`config.mk`:
```
export PLATFORM = sky130hd
export DESIGN_NAME = mesh_send_arbiter
export DESIGN_NICKNAME = d
export VERILOG_FILES = /design/src/rtl/mesh_arb_pkg.sv /design/src/rtl/mesh_send_arbiter_rr_pick.sv /design/src/rtl/mesh_send_arbiter.sv
export SDC_FILE = /design/constraint.sdc
export NUM_CORES = 1
export LEC_CHECK = 0
export BUFFER_PORTS_ARGS = -buffer_cell sky130_fd_sc_hd__buf_2
export CAP_MARGIN = 20
export CELL_PAD_IN_SITES_DETAIL_PLACEMENT = 0
export CELL_PAD_IN_SITES_GLOBAL_PLACEMENT = 1
export CORE_MARGIN = 10
export CORE_UTILIZATION = 30
export CTS_CLUSTER_DIAMETER = 150
export DETAILED_ROUTE_END_ITERATION = 6
export GPL_TIMING_DRIVEN = 0
export PLACE_DENSITY_LB_ADDON = 0.25
export REMOVE_ABC_BUFFERS = 1
export SYNTH_ARGS = -nofsm -noshare
export SYNTH_HDL_FRONTEND = slang
export SYNTH_SLANG_ARGS = --single-unit
```
`constraint.sdc`:
```
create_clock -name clk -period 7.7 [get_ports clk]
set_input_delay 0.77 -clock clk [delete_from_list [all_inputs] [get_ports clk]]
set_output_delay 0.77 -clock clk [all_outputs]
set_load 0.02 [all_outputs]
```
`src/rtl/mesh_arb_pkg.sv`:
```
// Shared types and helpers for the mesh send arbiter.
// Holds the FSM state encoding, the mesh word type and the
// round-robin pointer wrap helper used by the arbiter top.
package mesh_arb_pkg;

    // Upper bound on the number of requesters sharing one link
    localparam int NREQ_MAX = 8;

    // One mesh word as carried on send_data
    typedef logic [31:0] word;

    // Arbiter FSM: wait for a request, drive the link, then force a gap cycle
    typedef enum logic [1:0] {
        IDLE = 2'd0,
        SEND = 2'd1,
        DONE = 2'd2
    } arb_state_t;

    // Index of the requester after idx, wrapping at n
    function automatic int unsigned wrap_next(input int unsigned idx, input int unsigned n);
        return ((idx + 32'd1) >= n) ? 32'd0 : (idx + 32'd1);
    endfunction

endpackage

```
`src/rtl/mesh_send_arbiter_rr_pick.sv`:
```
// Combinational round-robin picker.
// The request vector is doubled and rotated right by the pointer so that the
// lowest set bit of the rotated window is the first requester at or after
// the pointer; the offset is then added back to recover the real index.
module rr_pick
    import mesh_arb_pkg::*;
#(
    parameter int NREQ = 4
) (
    input  logic [NREQ-1:0]         req_i,
    input  logic [$clog2(NREQ)-1:0] ptr_i,
    output logic [NREQ-1:0]         pick_o,
    output logic [$clog2(NREQ)-1:0] idx_o,
    output logic                    any_o
);

    localparam int IDXW = $clog2(NREQ);

    logic [NREQ-1:0] rotated;
    logic [IDXW-1:0] offset;
    logic [IDXW:0]   sum;

    // Rotate, priority-encode the lowest set bit, then undo the rotation
    always_comb begin
        rotated = NREQ'({req_i, req_i} >> ptr_i);
        offset  = '0;
        for (int i = NREQ - 1; i >= 0; i--) begin
            if (rotated[i]) begin
                offset = IDXW'(i);
            end
        end
        sum = {1'b0, ptr_i} + {1'b0, offset};
        if (sum >= (IDXW+1)'(NREQ)) begin
            sum = sum - (IDXW+1)'(NREQ);
        end
        idx_o  = sum[IDXW-1:0];
        any_o  = |req_i;
        pick_o = any_o ? (NREQ'(1) << idx_o) : '0;
    end

endmodule

```
`src/rtl/mesh_send_arbiter.sv`:
```
// Round-robin arbiter sharing one outgoing mesh link between NREQ requesters.
// One word is in flight at a time; every word is followed by a one-cycle gap
// with send_ready low. Optional macro LINK_TIMEOUT_EN adds a SEND watchdog
// that aborts a stuck word after TIMEOUT cycles and raises sticky link_err.
module mesh_send_arbiter
    import mesh_arb_pkg::*;
#(
    parameter int NREQ    = 4,
    parameter int TIMEOUT = 1024
) (
    input  logic                 clk,
    input  logic                 nrst,
    input  logic [NREQ-1:0]      req_valid,
    input  logic [NREQ*32-1:0]   req_data,
    output logic [NREQ-1:0]      req_done,
    output logic [NREQ-1:0]      grant,
    output word                  send_data,
    output logic                 send_ready,
    input  logic                 send_done,
    output logic                 link_err
);

    localparam int IDXW = $clog2(NREQ);

    arb_state_t      state_q, state_d;
    word             data_q, data_d;
    logic [NREQ-1:0] grant_q, grant_d;
    logic [IDXW-1:0] gidx_q, gidx_d;
    logic [NREQ-1:0] done_q, done_d;
    logic [IDXW-1:0] ptr_q, ptr_d;
    logic [IDXW-1:0] ptr_after;

    logic [NREQ-1:0] pick;
    logic [IDXW-1:0] pick_idx;
    logic            pick_any;

    rr_pick #(
        .NREQ (NREQ)
    ) u_pick (
        .req_i  (req_valid),
        .ptr_i  (ptr_q),
        .pick_o (pick),
        .idx_o  (pick_idx),
        .any_o  (pick_any)
    );

`ifdef LINK_TIMEOUT_EN
    localparam int CNTW = $clog2(TIMEOUT);

    logic [CNTW-1:0] cnt_q, cnt_d;
    logic            err_q, err_d;
`else
    localparam int unusedTimeout = TIMEOUT;
`endif

    // Pointer value that puts the requester after the current owner first
    always_comb begin
        ptr_after = IDXW'(wrap_next(32'(gidx_q), NREQ));
    end

    // Next-state logic for the arbiter FSM and its datapath registers
    always_comb begin
        state_d = state_q;
        data_d  = data_q;
        grant_d = grant_q;
        gidx_d  = gidx_q;
        done_d  = '0;
        ptr_d   = ptr_q;
`ifdef LINK_TIMEOUT_EN
        cnt_d   = cnt_q;
        err_d   = err_q;
`endif
        unique case (state_q)
            IDLE: begin
                if (pick_any) begin
                    data_d  = req_data[32*pick_idx +: 32];
                    grant_d = pick;
                    gidx_d  = pick_idx;
                    state_d = SEND;
`ifdef LINK_TIMEOUT_EN
                    cnt_d   = '0;
`endif
                end
            end
            SEND: begin
                if (send_done) begin
                    done_d  = grant_q;
                    grant_d = '0;
                    ptr_d   = ptr_after;
                    state_d = DONE;
                end
`ifdef LINK_TIMEOUT_EN
                else if (cnt_q == CNTW'(TIMEOUT - 1)) begin
                    err_d   = 1'b1;
                    grant_d = '0;
                    ptr_d   = ptr_after;
                    state_d = DONE;
                end else begin
                    cnt_d = cnt_q + CNTW'(1);
                end
`endif
            end
            DONE: begin
                state_d = IDLE;
            end
            default: begin
                state_d = IDLE;
            end
        endcase
    end

    // State and datapath registers; reset drops any word in flight
    always_ff @(posedge clk or negedge nrst) begin
        if (!nrst) begin
            state_q <= IDLE;
            data_q  <= '0;
            grant_q <= '0;
            gidx_q  <= '0;
            done_q  <= '0;
            ptr_q   <= '0;
        end else begin
            state_q <= state_d;
            data_q  <= data_d;
            grant_q <= grant_d;
            gidx_q  <= gidx_d;
            done_q  <= done_d;
            ptr_q   <= ptr_d;
        end
    end

`ifdef LINK_TIMEOUT_EN
    // Watchdog counter and sticky error flag
    always_ff @(posedge clk or negedge nrst) begin
        if (!nrst) begin
            cnt_q <= '0;
            err_q <= 1'b0;
        end else begin
            cnt_q <= cnt_d;
            err_q <= err_d;
        end
    end

    assign link_err = err_q;
`else
    assign link_err = 1'b0;
`endif

    assign send_ready = (state_q == SEND);
    assign send_data  = data_q;
    assign grant      = grant_q;
    assign req_done   = done_q;

endmodule

```
==> results of run 1 <==
[critical path: stages]
cell and delay, ns:
buf_2 0.15, nand2b_1 0.20, a21oi_1 0.15, nor3_1 0.06
a21oi_1 0.27, ha_4 0.20, xor2_1 0.31, nand4_2 0.51
buf_16 0.36, a221oi_1 0.35, o31ai_2 0.10
[where the power goes]
part / switching, mW / leakage, nW / internal, mW / total (mW)
logic: 1.02 / 1.47 / 0.697 / 1.72
registers: 0.0649 / 0.575 / 0.357 / 0.422
clock network: 0.0930 / 0.0729 / 0.129 / 0.222
[state kept, by name, indices dropped and copies added (netlist names)]
name and flops:
state_q 2, send_data 32, gidx_q 2, req_done 4
ptr_q 2, grant 4
[how the worst max path moves through the flow]
stage	start	end	slack, ns
2_1_floorplan	req_valid[3]	gidx_q[1]	-1.43
3_3_place_gp	req_valid[0]	state_q[0]	-5.25
3_5_place_dp	req_valid[0]	send_data[31]	3.70
4_1_cts	req_valid[0]	send_data[31]	4.00
5_1_grt	req_valid[0]	send_data[7]	4.11
6_report	req_valid[0]	send_data[7]	4.39
[layer usage]
layer	part of all wire [%]	track usage (%)	up-vias
met4	0.40	2.185	0
met1	43	16.45	1509
li1	-	-	1635
met3	11	6.493	2
met2	46	22.31	114
met5	0	0	-
[cell usage in the layout (no fill, tap or decap), types with 2 or more instances in the layout]
cell type / instances
buf_2: 175
nor2b_1: 67
dfrtp_1: 46
nand2_1: 42
a221oi_1: 32
o31ai_2: 28
a2111oi_2: 27
buf_4: 8
o31ai_1: 7
a2111oi_0: 5
clkbuf_16: 5
nor2_1: 4
nand2b_1: 4
a21oi_1: 4
inv_1: 4
o21ai_0: 4
and3_1: 4
nand3_1: 4
buf_6: 3
buf_16: 3
nor3_1: 2
ha_1: 2
buf_12: 2
[area by class of cell]
class	count	area [sq um]	area share, %
Inverter	4	15.01	0.3182
Timing Repair Buffer	192	1107	23.47
Clock buffer	6	138.9	2.944
Multi-Input combinational cell	255	2115	44.82
Clock inverter	2	12.51	0.2652
Tap cell	143	178.9	3.792
Sequential cell	46	1151	24.40
[stage by stage]
step / worst slack [ns] / utilization (%) / cell area (sq um)
after CTS: 3.997 / 41.08 / 4691
after global routing: 4.107 / 41.32 / 4718
final: 4.388 / 41.32 / 4718
after global placement: -5.249 / 37.79 / 4315
after floorplan: -1.425 / - / 3261
after detailed placement: 3.701 / 39.75 / 4539
[logic make-up after synthesis]
group	share of synthesized area (%)
simple gates	21.41
compound gates	36.56
flops	32.94
buf+inv	7.125
fa+ha+maj	1.074
xor+xnor	0.5013
other cells	0.1073
mux	0.2864
==> impl_results.md, run 1 <==
- I/O pins: 177
- CTS Sinks: 46
- Achievable clock frequency: 301.9 MHz
- Worst-Margin Slew: 0.9377 ns
- Post-Syn Area: 0.003495 sq mm
- Syn. warnings: 0
- Classification of the worst setup path: input port to flop
- Vias in the first global route: 3518
- Clock H-tree levels: 2
- Status: completed
- Placed Instances: 639
- Hold Path Depth: 2
- Die area: 0.01637 sq mm
- Critical-path maximum fanout: 20
- Sequential share of the synthesized area: 32.94%
- Clk slew on worst S/H paths: 0.07 ns
- Average wire per standard cell: 17.85 um
- ANT cells: 0
- DRC violations left: 0
- Routability cong.: 0.7200
- Synth cell count leaders: 67 x nor2b_1, 46 x dfrtp_1, 42 x nand2_1
- Worst VDD drop: 0.3081 mV
- DRT Pass-1 Iters: 4
- DPL Wire Length: 9143 um
- Slew margin rel.: 37.48%
- Hold Crit Class: flop to flop
- Postcts setup bufs: 0
- RR Startpoint: ptr_q[1]
- CTS resizes: 0
- Post-DR vias/cell: 5.031
- Share of the synthesized area in the top cell type: 32.94%
- Largest net degree at the start of global routing: 73
- Static leakage: 2.119 nW
- First-pass GRT wire length: 18650 um
- Final Max Tran Viols: 0
- Worst-case reg-to-reg path depth: 11
- Initial Util: 30.60%
- Power, Total: 2.363 mW
- Mean area per synthesized cell: 10.19 sq um
- Antenna violations before repair: 0
- Top_reg_cell synth: dfrtp_1
- Post-synth EDFFs: 0
- Via count: 3260
- Total CTS buffers: 5
- Fin. Hold Viols: 0
- MaxCap Viol Count: 0
- Die Ht: 127.9 um
- CTS tree: built
- Type of origin of the critical path: input port
- Core area: 0.01142 sq mm
- Critical path required time: 7.83 ns
- Reg2Reg Setup Slack: 4.47 ns
- Hold bufs inserted after CTS: 0
- Skew final: 0.01160 ns
- GRT Resource Usage Total: 13.75%
- Final Non-Filler Cells: 648
- Nets: 642
- Worst endpoint data arrival time: 3.44 ns
- Largest cells by area after synthesis: dfrtp_1 33%, nor2b_1 12%, a2111oi_2 12%
- DR iter-0 viols: 154
- Synth area leader: dfrtp_1
- Cell Pwr Density: 500.8 mW/mm^2
- Final setup fails: 0
- Period utilisation layout: 43.02%
- Area Growth Syn to Fin: 35.02%
- Crit end category: flop
- Worst-Skew Late Latency: 0.29 ns
- Unique masters post-synth: 39
- Synth Instances: 343
- Detailed Route WL: 11570 um
- Hold path start: send_data[25]
- RSZ-0062 raised after global routing: no
- GR Overflow Total: 0
- Min cycle time layout: 3.312 ns
- Hold Crit Endpoint: send_data[25]
- Count leader, synth: nor2b_1
- Reg2reg end: send_data[7]
- DIE WIDTH: 127.9 um
- Fraction of layout cells with a size suffix above 1: 53.07%
- Worst hold slack: 0.4726 ns
- Setup TNS: 0 ns
- Async SR Flop Fraction: 100.0%
- Root Driver: clkbuf_16
- Rows: 39
- Final ANT Viol Nets: 0
- Filler cells: 1197
- Max Root-Sink Buffers: 2
- FF+latch count, synth: 46
- PortBufs: 175
(Power assumes the default switching activity.)
==> run 2: changes to the inputs <==
- ABC_AREA: unset -> 1
- clock period: 7.7 -> 3.18 ns (I/O delays scaled with it)
==> impl_results.md, run 2 <==
- Max Root-Sink Buffers: 2 (unchanged)
- Critical-path maximum fanout: 35 (was 20)
- Achievable clock frequency: 357.5 MHz
- Mean area per synthesized cell: 8.513 sq um (was 10.19 sq um)
- Postcts setup bufs: 0 (unchanged)
- Post-Syn Area: 0.003124 sq mm (was 0.003495 sq mm)
- Root Driver: clkbuf_8 (was clkbuf_16)
- DRC violations left: 0 (unchanged)
- Commonest non-fill, non-tap cell in the layout: buf_2 (unchanged)
- Synth Instances: 367 (was 343)
- Worst hold slack: 0.04997 ns (was 0.4726 ns)
- Synth area leader: dfrtp_1 (unchanged)
- Worst VDD drop: 0.7132 mV (was 0.3081 mV)
- CTS tree: built (unchanged)
- Min cycle time layout: 2.797 ns
- Async SR Flop Fraction: 100.0% (unchanged)
- MaxCap Viol Count: 0 (unchanged)
- Worst endpoint data arrival time: 2.97 ns (was 3.44 ns)
- Worst-Skew Late Latency: 0.29 ns (about the same)
- Worst path slowest cell: dfrtp_1 (was nand4_2)
- Skew final: 0.007764 ns (was 0.01160 ns)
- Static leakage: 2.329 nW (was 2.119 nW)
- Initial Util: 30.54% (was 30.60%)
- Crit end category: flop (unchanged)
- CTS Sinks: 46 (unchanged)
- Largest net degree at the start of global routing: 47 (was 73)
- Status: completed (unchanged)
- DIE WIDTH: 122.1 um (was 127.9 um)
- Fin. Hold Viols: 0 (unchanged)
- Count leader, synth: nand2_1 (was nor2b_1)
- Top_reg_cell synth: dfrtp_1 (unchanged)
- Crit path cell chain: inv_2 -> nand2_1 -> nand3_1 -> nand2_1 -> nand3_1 -> a21boi_1 -> ha_4 -> xor2_2 -> inv_2 -> nand3_4 -> nand2_8 -> nand2_1 -> nand3_1 -> nand2_1 (was buf_2 -> nand2b_1 -> a21oi_1 -> nor3_1 -> a21oi_1 -> ha_4 -> xor2_1 -> nand4_2 -> buf_16 -> a221oi_1 -> o31ai_2)
- Die area: 0.01490 sq mm (was 0.01637 sq mm)
- GR Overflow Total: 0 (unchanged)
- Type of origin of the critical path: flop (was input port)
- DPL Wire Length: 7629 um (was 9143 um)
- Area Growth Syn to Fin: 34.40% (was 35.02%)
- Post-DR vias/cell: 4.559 (was 5.031)
- Antenna violations before repair: 0 (unchanged)
- Vias in the first global route: 3274 (was 3518)
- PortBufs: 175 (unchanged)
- Via count: 3027 (was 3260)
- Most frequent cells in the layout: 175 x buf_2, 98 x nand2_1, 64 x mux2i_1 (was 175 x buf_2, 67 x nor2b_1, 46 x dfrtp_1)
- DRT Pass-1 Iters: 4 (unchanged)
- ANT cells: 0 (unchanged)
- RSZ-0062 raised after global routing: no (unchanged)
- Die Ht: 122.1 um (was 127.9 um)
- Hold Crit Class: input port to asynchronous set/reset pin (was flop to flop)
- Placed Instances: 655 (was 639)
- Slew margin rel.: 44.23% (was 37.48%)
- Critical path required time: 3.36 ns (was 7.83 ns)
- Synth cell count leaders: 99 x nand2_1, 64 x mux2i_1, 55 x nand3_1 (was 67 x nor2b_1, 46 x dfrtp_1, 42 x nand2_1)
- Crit path top cell by count: nand2_1 (was a21oi_1)
- Hold bufs inserted after CTS: 0 (unchanged)
- Worst-Margin Slew: 0.8336 ns (was 0.9377 ns)
- First-pass GRT wire length: 16040 um (was 18650 um)
- GRT Resource Usage Total: 13.15% (was 13.75%)
- Core area: 0.01023 sq mm (was 0.01142 sq mm)
- Total CTS buffers: 5 (unchanged)
- Fraction of layout cells with a size suffix above 1: 44.32% (was 53.07%)
- Clk slew on worst S/H paths: 0.09 ns (was 0.07 ns)
- Syn. warnings: 0 (unchanged)
- Share of the synthesized area in the top cell type: 36.84% (was 32.94%)
- DR iter-0 viols: 134 (was 154)
- Final Non-Filler Cells: 664 (was 648)
- Detailed Route WL: 10160 um (was 11570 um)
- Largest cells by area after synthesis: dfrtp_1 37%, mux2i_1 21%, nand2_1 12% (was dfrtp_1 33%, nor2b_1 12%, a2111oi_2 12%)
- Unique masters post-synth: 25 (was 39)
- Final setup fails: 0 (unchanged)
- Period utilisation layout: 87.95%
- Post-synth EDFFs: 0 (unchanged)
- Routability cong.: 0.7541 (was 0.7200)
- Nets: 665 (was 642)
- Cell Pwr Density: 1276 mW/mm^2 (was 500.8 mW/mm^2)
- FF+latch count, synth: 46 (unchanged)
- CTS resizes: 0 (unchanged)
- Final ANT Viol Nets: 0 (unchanged)
- Sequential share of the synthesized area: 36.84% (was 32.94%)
- Classification of the worst setup path: flop to flop (was input port to flop)
- Largest register FFs: 32 (unchanged)
- Crit path largest cell delay: 0.55 ns (was 0.51 ns)
- I/O pins: 177 (unchanged)
- Average wire per standard cell: 15.30 um (was 17.85 um)
- Clock H-tree levels: 2 (unchanged)
- Final Max Tran Viols: 0 (unchanged)
- Rows: 37 (was 39)
run 2: cell count changes after synthesis, sizes merged, moves of 34 or more:
| cell | previous run | this run |
|---|---|---|
| nand2 | 42 | 121 |
| nand3 | 4 | 74 |
| nor2b | 67 | 0 |
| mux2i | 1 | 64 |
| o31ai | 36 | 2 |
run 2: logic make-up (layout without fill, tap and decap cells):
group                      after synthesis  in the layout  share of synthesized area [%]
other                                    1              1                         0.1200
DFF                                     46             46                          36.84
AOI/OAI and AO/OA                        9              9                          1.842
buffers and inverters                   37            198                          5.887
and+or+nand+nor                        206            206                          33.08
xor gates and xnor gates                 1              1                         0.5208
muxes                                   64             64                          20.50
adders and majority gates                3              3                          1.202
run 2: cell type report:
class                      instances  area [sq um]
clock buffer                       7         86.33
clock inverter                     1         5.005
fill                            1075          6032
inverter                          13         50.05
multi-input combinational        284          1813
sequential                        46          1151
tap                              136         170.2
timing repair buffer             177         923.4
run 2: metrics by stage:
| step | util (%) | TNS, ns | power [mW] | area [sq um] | setup slack, ns |
|---|---|---|---|---|---|
| final | 41.04 | 0 | 5.356 | 4199 | 0.3831 |
| after global routing | 41.04 | 0 | 5.865 | 4199 | 0.08119 |
| after CTS | 40.69 | 0 | 5.445 | 4163 | 0.01755 |
| after detailed placement | 39.79 | 0 | 5.062 | 4071 | 0.03596 |
| after global placement | 39.44 | -40.54 | 4.404 | 4035 | -1.265 |
| after floorplan | - | -16.64 | 3.666 | 2989 | -0.5074 |
run 2: per-layer routing:
metal / up-vias / GRT usage, % / routed length [um]
li1: 1546 / - / -
met2: 105 / 23.38 / 5234
met5: - / 0 / 0
met4: 0 / 3.903 / 135
met1: 1368 / 14.47 / 3960
met3: 8 / 4.533 / 826
run 2: worst paths after layout:
check / startpoint / endpoint / slack (ns) / cells after the start
setup / recovery: ptr_q[0] / send_data[4] / 0.38 / 14
min in group clk: send_done / state_q[0] / 0.21 / 2
max in group asynchronous: nrst / req_done[3] / 2.60 / 2
hold reg to reg: send_data[22] / send_data[22] / 0.48 / 2
setup reg to reg: ptr_q[0] / send_data[4] / 0.38 / 14
hold / removal: nrst / send_data[14] / 0.05 / 1
run 2: report_power, final:
group | leakage [nW] | switching [mW] | internal (mW)
registers | 0.569 | 0.156 | 0.868
clock network | 0.0482 | 0.191 | 0.176
logic | 1.71 | 2.45 | 1.51
total | 2.33 | 2.80 | 2.56
run 2: critical path: cells and delay by family, from the launching register on:
kind                       cells  cell delay, ns
AOI/OAI and AO/OA              1            0.26
xor gates and xnor gates       1            0.09
adders and majority gates      1            0.19
buffers and inverters          2            0.17
DFF                            1            0.55
and+or+nand+nor                9            1.42
==> run 3: changes to the inputs <==
- REMOVE_ABC_BUFFERS: 1 -> unset
==> impl_results.md, run 3 (synthesis gave the netlist of run 2 again) <==
- Die Ht: 122.1 um (unchanged)
- Total CTS buffers: 5 (unchanged)
- Rows: 37 (unchanged)
- Area Growth Syn to Fin: 37.61% (was 34.40%)
- Min cycle time layout: 2.815 ns (was 2.797 ns)
- Fraction of layout cells with a size suffix above 1: 45.01% (was 44.32%)
- DR iter-0 viols: 172 (was 134)
- Via count: 3161 (was 3027)
- Reg2Reg Setup Slack: 0.37 ns (was 0.38 ns)
- First-pass GRT wire length: 16970 um (was 16040 um)
- RSZ-0062 raised after global routing: no (unchanged)
- Crit path largest cell delay: 0.60 ns (was 0.55 ns)
- GRT Resource Usage Total: 14.01% (was 13.15%)
- Postcts setup bufs: 0 (unchanged)
- RR Startpoint: ptr_q[0] (unchanged)
- PortBufs: 175 (unchanged)
- Crit end category: flop (unchanged)
- Max Root-Sink Buffers: 2 (unchanged)
- Largest net degree at the start of global routing: 47 (unchanged)
- Root Driver: clkbuf_8 (unchanged)
- Cell Pwr Density: 1309 mW/mm^2 (was 1276 mW/mm^2)
- Type of origin of the critical path: flop (unchanged)
- Worst hold slack: -0.01183 ns (was 0.04997 ns)
- Average wire per standard cell: 15.54 um (was 15.30 um)
- Reg2reg end: send_data[18] (was send_data[4])
- Core area: 0.01023 sq mm (unchanged)
- DRT Pass-1 Iters: 4 (unchanged)
- Worst-Margin Slew: 0.7703 ns (was 0.8336 ns)
- Worst path slowest cell: clkbuf_1 (was dfrtp_1)
- CTS resizes: 0 (unchanged)
- DIE WIDTH: 122.1 um (unchanged)
- Routability cong.: 0.7459 (was 0.7541)
- Slew margin rel.: 48.65% (was 44.23%)
- Status: finished with violations (was completed)
- ANT cells: 0 (unchanged)
- CTS tree: built (unchanged)
- Clock H-tree levels: 2 (unchanged)
- MaxCap Viol Count: 0 (unchanged)
- Final Max Tran Viols: 0 (unchanged)
- Commonest non-fill, non-tap cell in the layout: buf_2 (unchanged)
- Achievable clock frequency: 355.3 MHz (was 357.5 MHz)
- Antenna violations before repair: 2 (was 0)
- Hold bufs inserted after CTS: 0 (unchanged)
- Die area: 0.01490 sq mm (unchanged)
- DPL Wire Length: 8433 um (was 7629 um)
- Largest register FFs: 32 (unchanged)
- Final ANT Viol Nets: 0 (unchanged)
- Worst-case reg-to-reg path depth: 13 (was 14)
- Mapped Nets: 505
- Final setup fails: 0 (unchanged)
- Classification of the worst setup path: flop to flop (unchanged)
- Detailed Route WL: 10680 um (was 10160 um)
- I/O pins: 177 (unchanged)
- Static leakage: 2.403 nW (was 2.329 nW)
- Hold Crit Class: input port to asynchronous set/reset pin (unchanged)
- Setup TNS: 0 ns (unchanged)
- DRC violations left: 0 (unchanged)
- GR Overflow Total: 0 (unchanged)
- Skew final: 0.004096 ns (was 0.007764 ns)
- Failing checks: hold timing
- Most frequent cells in the layout: 187 x buf_2, 99 x nand2_1, 64 x mux2i_1 (was 175 x buf_2, 98 x nand2_1, 64 x mux2i_1)
- Critical path required time: 3.38 ns (was 3.36 ns)
- Nets: 688 (was 665)
- Post-DR vias/cell: 4.601 (was 4.559)
- Crit path top cell by count: nand2_1 (unchanged)
- Worst VDD drop: 0.3787 mV (was 0.7132 mV)
- Critical-path maximum fanout: 10 (was 35)
- Filler cells: 1084 (was 1075)
- Worst endpoint data arrival time: 3.02 ns (was 2.97 ns)
- Period utilisation layout: 88.51% (was 87.95%)
- Crit path cell chain: inv_2 -> nand2_1 -> nand3_1 -> nand2_1 -> nand3_1 -> a21boi_0 -> ha_1 -> buf_4 -> clkbuf_1 -> mux2i_1 -> nand2_2 -> nand3_2 -> nand2_1 (was inv_2 -> nand2_1 -> nand3_1 -> nand2_1 -> nand3_1 -> a21boi_1 -> ha_4 -> xor2_2 -> inv_2 -> nand3_4 -> nand2_8 -> nand2_1 -> nand3_1 -> nand2_1)
- CTS Sinks: 46 (unchanged)
- Clk slew on worst S/H paths: 0.09 ns (about the same)
- Initial Util: 30.54% (unchanged)
- Worst-Skew Late Latency: 0.30 ns (was 0.29 ns)
- Vias in the first global route: 3448 (was 3274)
- Fin. Hold Viols: 18 (was 0)
==> run 3: worst max-delay path by stage <==
stage	startpoint	end	slack [ns]
after floorplan	ptr_q[0]	send_data[15]	0.88
after global placement	ptr_q[0]	send_data[18]	0.39
after detailed placement	ptr_q[0]	send_data[18]	0.34
after CTS	ptr_q[0]	send_data[18]	0.31
after global routing	ptr_q[0]	send_data[18]	0.04
final	ptr_q[0]	send_data[18]	0.37
==> run 3: area by class of cell <==
class,instances,area (sq um),area share (%)
plain buffers,24,135.1,3.143
well taps,136,170.2,3.958
multi-input cells,284,1789,41.62
inverters,13,48.80,1.135
repair buffers,176,895.9,20.84
clock inverters,3,40.04,0.9313
clock buffers,5,68.82,1.601
flip-flops and latches,46,1151,26.78
==> run 3: through the flow <==
stage               instance area (sq um)  cells  total power [mW]  utilization [%]  worst slack, ns
detailed placement                   4170    678             5.290            40.76           0.3353
global route                         4299    687             6.208            42.02          0.03996
finish                               4299    687             5.626            42.02           0.3655
CTS                                  4279    686             5.741            41.82           0.3131
floorplan                            3124    367             4.191                -           0.8759
global placement                     4170    678             5.250            40.76           0.3947
==> run 3: per-layer routing <==
metal | share of wire (%) | global-route usage, %
met5 | 0.12 | 0
met4 | 0.89 | 3.387
met3 | 8.1 | 4.255
met2 | 50 | 24.19
met1 | 41 | 16.62
==> run 3: critical path: cells and delay by family (launching register included) <==
kind                     cells  cell delay [ns]
adder cells (fa/ha/maj)      1             0.20
buffers and inverters        3             0.89
flip-flops                   1             0.51
AND/OR/NAND/NOR              7             0.52
multiplexers                 1             0.32
AO/OA/AOI/OAI                1             0.27
==> run 3: where the power goes <==
group	total [mW]	leakage, nW	internal [mW]	switching [mW]
clock	0.436	0.0579	0.232	0.204
sequential	1.02	0.569	0.869	0.154
combinational	4.17	1.78	1.61	2.55
total	5.63	2.40	2.71	2.91
